--- src/rtl/pipe_launch_ctrl.sv ---
// Sequential launch/bubble controller for the 5-stage CPU: hazard stalls, branch wait,
// end-of-program drain and done flag. Define LAUNCH_PERF_CNT_EN to add stall/flush counters.
module pipe_launch_ctrl #(
    parameter int unsigned WIDTH               = 32,
    parameter int unsigned INSTRACTION_NUMBERS = 16,
    parameter int unsigned STALL_CYCLES        = 1,
    parameter int unsigned PIPE_DEPTH          = 5
) (
    input  logic             clk,
    input  logic             rst_n,
    input  logic             is_hazzard,
    input  logic             is_branch,
    input  logic             is_branch_step_4,
    input  logic [WIDTH-1:0] pc_out,
    output logic             is_load_PC,
    output logic             is_load_for_launch_1_2,
    output logic             nop_step_2,
    output logic             nop_step_3,
    output logic             done,
    output logic [2:0]       state
`ifdef LAUNCH_PERF_CNT_EN
    ,
    output logic [15:0]      stall_count,
    output logic [15:0]      flush_count
`endif
);

    localparam logic [2:0] ST_RUN     = 3'd0;
    localparam logic [2:0] ST_STALL   = 3'd1;
    localparam logic [2:0] ST_BR_WAIT = 3'd2;
    localparam logic [2:0] ST_DRAIN   = 3'd3;
    localparam logic [2:0] ST_DONE    = 3'd4;

    localparam int unsigned MAX_CNT = (STALL_CYCLES > PIPE_DEPTH) ? STALL_CYCLES : PIPE_DEPTH;
    localparam int unsigned CNT_W   = $clog2(MAX_CNT) + 1;

    localparam logic [WIDTH-1:0] PC_LIMIT    = WIDTH'(INSTRACTION_NUMBERS);
    localparam logic [CNT_W-1:0] STALL_RELOAD = CNT_W'(STALL_CYCLES - 1);
    localparam logic [CNT_W-1:0] DRAIN_RELOAD = CNT_W'(PIPE_DEPTH - 1);
    localparam logic [CNT_W-1:0] CNT_ONE      = CNT_W'(1);

    logic [2:0]       state_q, state_d;
    logic [CNT_W-1:0] cnt_q, cnt_d;

    always_comb begin
        state_d                = state_q;
        cnt_d                  = cnt_q;
        is_load_PC             = 1'b0;
        is_load_for_launch_1_2 = 1'b0;
        nop_step_2             = 1'b0;
        nop_step_3             = 1'b0;
        done                   = 1'b0;
        case (state_q)
            ST_RUN: begin
                if (is_hazzard) begin
                    nop_step_3 = 1'b1;
                    // The RUN cycle itself is the first bubble.
                    if (STALL_CYCLES > 1) begin
                        state_d = ST_STALL;
                        cnt_d   = STALL_RELOAD;
                    end
                end else if (is_branch) begin
                    nop_step_2 = 1'b1;
                    is_load_PC = is_branch_step_4;
                    if (!is_branch_step_4) begin
                        state_d = ST_BR_WAIT;
                    end
                end else if (pc_out < PC_LIMIT) begin
                    is_load_PC             = 1'b1;
                    is_load_for_launch_1_2 = 1'b1;
                end else begin
                    is_load_for_launch_1_2 = 1'b1;
                    state_d                = ST_DRAIN;
                    cnt_d                  = DRAIN_RELOAD;
                end
            end
            ST_STALL: begin
                nop_step_3 = 1'b1;
                if (cnt_q <= CNT_ONE) begin
                    state_d = ST_RUN;
                    cnt_d   = '0;
                end else begin
                    cnt_d = cnt_q - CNT_ONE;
                end
            end
            ST_BR_WAIT: begin
                nop_step_2 = 1'b1;
                is_load_PC = is_branch_step_4;
                if (is_branch_step_4) begin
                    state_d = ST_RUN;
                end
            end
            ST_DRAIN: begin
                is_load_for_launch_1_2 = 1'b1;
                if (cnt_q <= CNT_ONE) begin
                    state_d = ST_DONE;
                    cnt_d   = '0;
                end else begin
                    cnt_d = cnt_q - CNT_ONE;
                end
            end
            ST_DONE: begin
                done = 1'b1;
            end
            default: begin
                state_d = ST_RUN;
                cnt_d   = '0;
            end
        endcase
    end

    always_ff @(posedge clk or negedge rst_n) begin
        if (!rst_n) begin
            state_q <= ST_RUN;
            cnt_q   <= '0;
        end else begin
            state_q <= state_d;
            cnt_q   <= cnt_d;
        end
    end

    assign state = state_q;

`ifdef LAUNCH_PERF_CNT_EN
    logic [15:0] stall_q, flush_q;

    // Both counters saturate rather than wrap.
    always_ff @(posedge clk or negedge rst_n) begin
        if (!rst_n) begin
            stall_q <= '0;
            flush_q <= '0;
        end else begin
            if (nop_step_3 && (stall_q != 16'hFFFF)) begin
                stall_q <= stall_q + 16'd1;
            end
            if (nop_step_2 && (flush_q != 16'hFFFF)) begin
                flush_q <= flush_q + 16'd1;
            end
        end
    end

    assign stall_count = stall_q;
    assign flush_count = flush_q;
`endif

endmodule
--- config.mk ---
export PLATFORM = sky130hd
export DESIGN_NAME = pipe_launch_ctrl
export DESIGN_NICKNAME = d
export VERILOG_FILES = /design/src/rtl/pipe_launch_ctrl.sv
export SDC_FILE = /design/constraint.sdc
export NUM_CORES = 1
export LEC_CHECK = 0
export ABC_AREA = 1
export CAP_MARGIN = 20
export CORE_MARGIN = 2
export CORE_UTILIZATION = 39
export DETAILED_ROUTE_END_ITERATION = 16
export PLACE_DENSITY = 0.84
export SLEW_MARGIN = 20
export SYNTH_ARGS = -nofsm -noshare
export SYNTH_HDL_FRONTEND = slang
export SYNTH_SLANG_ARGS = --single-unit
--- constraint.sdc ---
create_clock -name clk -period 2.4 [get_ports clk]
set_input_delay 0.48 -clock clk [delete_from_list [all_inputs] [get_ports clk]]
set_output_delay 0.48 -clock clk [all_outputs]
set_load 0.01 [all_outputs]
==> After elaboration in Yosys (flattened, before gate mapping) <==
Cells that the tools add are included.
{ "word_totals": {"inputBits": 37, "rom_bits": 0, "latch_bits": 0, "memories": 0, "wordCells": 50, "ram_bits": 0, "out_inout_bits": 8, "register_bits": 7} }
{ "op_classes": {"multipliers": 0, "n_lt_le_gt_ge": 2, "shift": 0, "n_bitwise": 2, "n_div": 0, "n_addsub": 1, "eq_ne": 12, "reduce_logical": 5, "muxes": 26} }
{ "op_table": {"columns": ["op", "n"], "rows": [
  ["32-bit by 5-bit < comparator with 1-bit output (second input constant)", 1],
  ["3-bit two-way mux", 7],
  ["4-bit two-way mux", 4],
  ["3-bit case mux with 5 select lines", 1],
  ["2-bit != test (second input constant)", 6],
  ["4-bit case mux with 3 select lines", 1],
  ["1-bit two-way mux", 9],
  ["1-bit case mux with 2 select lines", 4],
  ["7-bit AND reduction", 1],
  ["3-bit by 2-bit equality test with 1-bit output (second input constant)", 2],
  ["3-bit != test (second input constant)", 2],
  ["4-bit by 1-bit <= comparator with 1-bit output (second input constant)", 1],
  ["4-bit AND reduction", 1],
  ["2-bit OR reduction", 2],
  ["4-bit by 1-bit subtractor with 4-bit output (second input constant)", 1],
  ["3-bit by 1-bit equality test with 1-bit output (second input constant)", 1],
  ["3-bit equality test (second input constant)", 1],
  ["3-bit logical NOT", 1],
  ["1-bit NOT", 2]
]} }

==> Longest topological paths before layout <==
{ "logic_depth": {"depth_word": 5, "mapped_depth": 9, "ltp_nobuf": 9} }

==> Worst setup path before layout <==
No wires, ideal clock.
{ "synth_path": {"path_kind": "input -> output", "from": "in pc_out[16]", "to": "out is_load_PC", "slack_ns": 0.751, "required_time_ns": 1.920, "cell_stages": 8, "n_path_buf": 0, "t_arrival_ns": 1.169, "cell_sequence": "nor2_1 and2_1 nand2_1 nor2_1 nand3_2 nand2_1 nand2_1 nand2_1"} }
{ "synth_via": {"elab_chain_cells": 5} }
{ "synth_rtl": {"columns": ["element", "line", "source"], "rows": [
  ["start, declared", "14", "input logic [WIDTH-1:0] pc_out,"],
  ["32-bit by 5-bit < comparator with 1-bit output", "68", "end else if (pc_out < PC_LIMIT) begin"],
  ["1-bit two-way mux", "68", null],
  ["1-bit two-way mux", "62", "end else if (is_branch) begin"],
  ["1-bit two-way mux", "55", "if (is_hazzard) begin"],
  ["1-bit case mux with 2 select lines", "53", "case (state_q)"],
  ["end, declared", "15", "output logic is_load_PC,"]
]} }
No other way between the ends.

==> Worst setup path in the final report <==
{ "layout_path": {"from": "in is_hazzard", "to": "out nop_step_3"} }
{ "layout_via": {"elab_chain_cells": 2} }
{ "layout_rtl": {"columns": ["element", "line", "source"], "rows": [
  ["start, declared", "11", "input logic is_hazzard,"],
  ["1-bit two-way mux", "55", null],
  ["1-bit case mux with 2 select lines", "53", null],
  ["end, declared", "18", "output logic nop_step_3,"]
]} }
No other way between the ends.

==> metrics.cfg <==
[logic_synthesis]
synth-seq-cells=7
synth.avg_cell_area_sq_um=6.002
yosys_warnings=0
yosysTopAreaCellShare_pct=24.73
synth_xor_area_share_pct=1.237
synth_top_family_by_area=simple AND/OR/NAND/NOR gates
yosys.area.top_type=dfrtp_1
synthMuxAreaShare_pct=0
synthAdderAreaFrac_pct=3.534
synth_compound_area_share_pct=8.481
synth_ff_type=dfrtp_1
synth_edf_count=0
synth_cell_type_count=23
yosysSeqAreaShare_pct=24.73
postSynthCellCount=118
synth_simple_gate_area_share_pct=45.58
synth_fp_nets=157
postSynth.asyncResetShare_pct=100.0
synth.area.top_cells=dfrtp_1 25%, nand2_1 17%, inv_1 14%
syn_area_sq_um=708.2

[routing]
via_per_inst=4.513
drtPass1Iterations=4
post_drt_wl_per_cell_microns=9.415
via_count=871
wl_microns=1817
drtAntennaViolNets=0
drtIter0Drc=19
drc=0

[die]
start_util_pct=41.47
die_y_microns=46.61
rows=15
core_region_area_sq_um=1708
die_x_microns=46.61
ioPinCount=45
die_area_sq_um=2172

[sta]
slew_viol_final=0
hold_ws_ps=493.8
rsz0062_at_grt=no
skew_ps=7.056
maxSlewHeadroom_pct=76.50
fin_ws_ps=133.4
tightest_slew_ps=348.8
min_period_over_period_pct=94.44
final-hold-violation-count=0
finalSetupViolCount=0
fmax_ghz=0.4412
period_minus_slack_ps=2267

[outcome]
status=completed

[clock_network]
cts.htree.levels=1
cts_buffer_depth=2
clk_pin_slew_ps=50
cts-buffers-inserted=3
cts.sinks=7
cts_tree=yes
cts_root_buf=clkbuf_4
insertion_delay_ps=260
postCtsHoldBufs=0

[placement]
place.gp.congestion=0.8195
place_hpwl_microns=1603
port_buffers=40
dp_slack_ps=-201.5
placed_cells=188

[global_route]
grt_overflow=0
grt_max_degree=8
grt_pass1_wl_microns=3042
antenna_found_initial=0
grt_pass1_vias=844
grt_use_total_pct=19.51

[power_and_ir_drop]
p_leak_nw=0.6597
irDropWorstVdd_v=0.0004731
p_per_area_nw_per_um2=827.8

[setup_path]
critPathArrivalTime_ps=1790
start_kind=input port
cp_max_fo=3
crit_type=input port to output pin
end_kind=output pin
cp.required_ps=1920

[cells_and_area]
num_antenna_cells=0
final_common_cell=clkdlybuf4s50_1
area_delta_synth_final_pct=71.73
final_cell_mix=37 x clkdlybuf4s50_1, 33 x nand2_1, 26 x inv_1
layout-drive-gt1-share_pct=17.26
layout.nets=208
fillers=143
fin_cells=193

[run]
drv_cap=0

[worst_hold_path]
min_path_type=input port to async pin

==> final timing paths <==
path / startpoint / to / slack (ps) / cells after the start
worst max-delay path: is_hazzard / nop_step_3 / 130 / 4
worst min-delay path: rst_n / state[2]$_DFFE_PN0P_ / 490 / 1
worst max register to register: cnt_q[0]$_DFFE_PN0P_ / cnt_q[2]$_DFFE_PN0P_ / 1010 / 7
worst min register to register: cnt_q[1]$_DFFE_PN0P_ / cnt_q[1]$_DFFE_PN0P_ / 520 / 2
max in group asynchronous: rst_n / cnt_q[2]$_DFFE_PN0P_ / 1640 / 1
min in group clk: cnt_q[1]$_DFFE_PN0P_ / cnt_q[1]$_DFFE_PN0P_ / 520 / 2
==> power breakdown <==
group          total [W]  switching (W)  internal, W
registers       0.000215      0.0000479     0.000167
clock network   0.000109      0.0000451    0.0000636
logic           0.000683       0.000373     0.000310
==> Yosys cell counts (2+ instances only) <==
cell type / number
nand3_2: 2
ha_1: 2
nand2_1: 33
o21ai_0: 4
nor2_1: 15
nor2_2: 3
inv_2: 5
nand3_1: 3
and2_1: 2
inv_1: 26
nand2_2: 2
nor2_4: 2
nand4_1: 3
dfrtp_1: 7
==> flip-flops by register name (all words and copies together), names as in the netlist <==
signal / count
cnt_q: 4
state: 3
==> what timing repair did <==
item | CTS | global route
pin swaps | 0 | 1
gates cloned | 0 | 0
endpoints found under the hold margin | 0 | 0
endpoints found under the setup margin | 1 | 3
buffers inserted | 0 | 1
resized for setup | 3 | 4
==> kinds of logic (layout without fill, tap and decap cells) <==
logic type      after synthesis  count (layout)
flops                         7               7
buf+inv                      31              81
compound gates                9               9
xor+xnor                      1               1
fa+ha+maj                     2               2
simple gates                 68              68
==> through the flow <==
| stage | instance area, sq um | total power [W] | TNS [ps] | util [%] |
|---|---|---|---|---|
| after floorplan | 708.2 | 0.0006506 | 0 | - |
| after global placement | 1177 | 0.0008860 | -165.3 | 68.94 |
| after detailed placement | 1177 | 0.0009093 | -201.5 | 68.94 |
| after CTS | 1207 | 0.001022 | 0 | 70.70 |
| after global routing | 1216 | 0.001100 | 0 | 71.21 |
| final | 1216 | 0.001007 | 0 | 71.21 |
==> cell type report <==
type | instances | area [sq um] | area share [%]
clock buffers | 4 | 26.28 | 2.160
flip-flops and latches | 7 | 175.2 | 14.40
multi-input cells | 80 | 421.7 | 34.67
inverters | 31 | 116.4 | 9.568
well taps | 25 | 31.28 | 2.572
repair buffers | 46 | 445.4 | 36.63
==> layer usage <==
layer | track usage, % | vias to the layer above | wire length, microns
li1 | - | 452 | -
met1 | 18.31 | 379 | 642
met2 | 39.72 | 38 | 1040
met3 | 6.275 | 2 | 128
met4 | 4.444 | 0 | 6
met5 | 0 | - | 0
==> worst max-delay path, cell delays in order <==
cell	delay, ps
clkdlybuf4s50_1	500
inv_1	90
o22ai_1	160
clkdlybuf4s50_1	550
(Power assumes the default switching activity.)
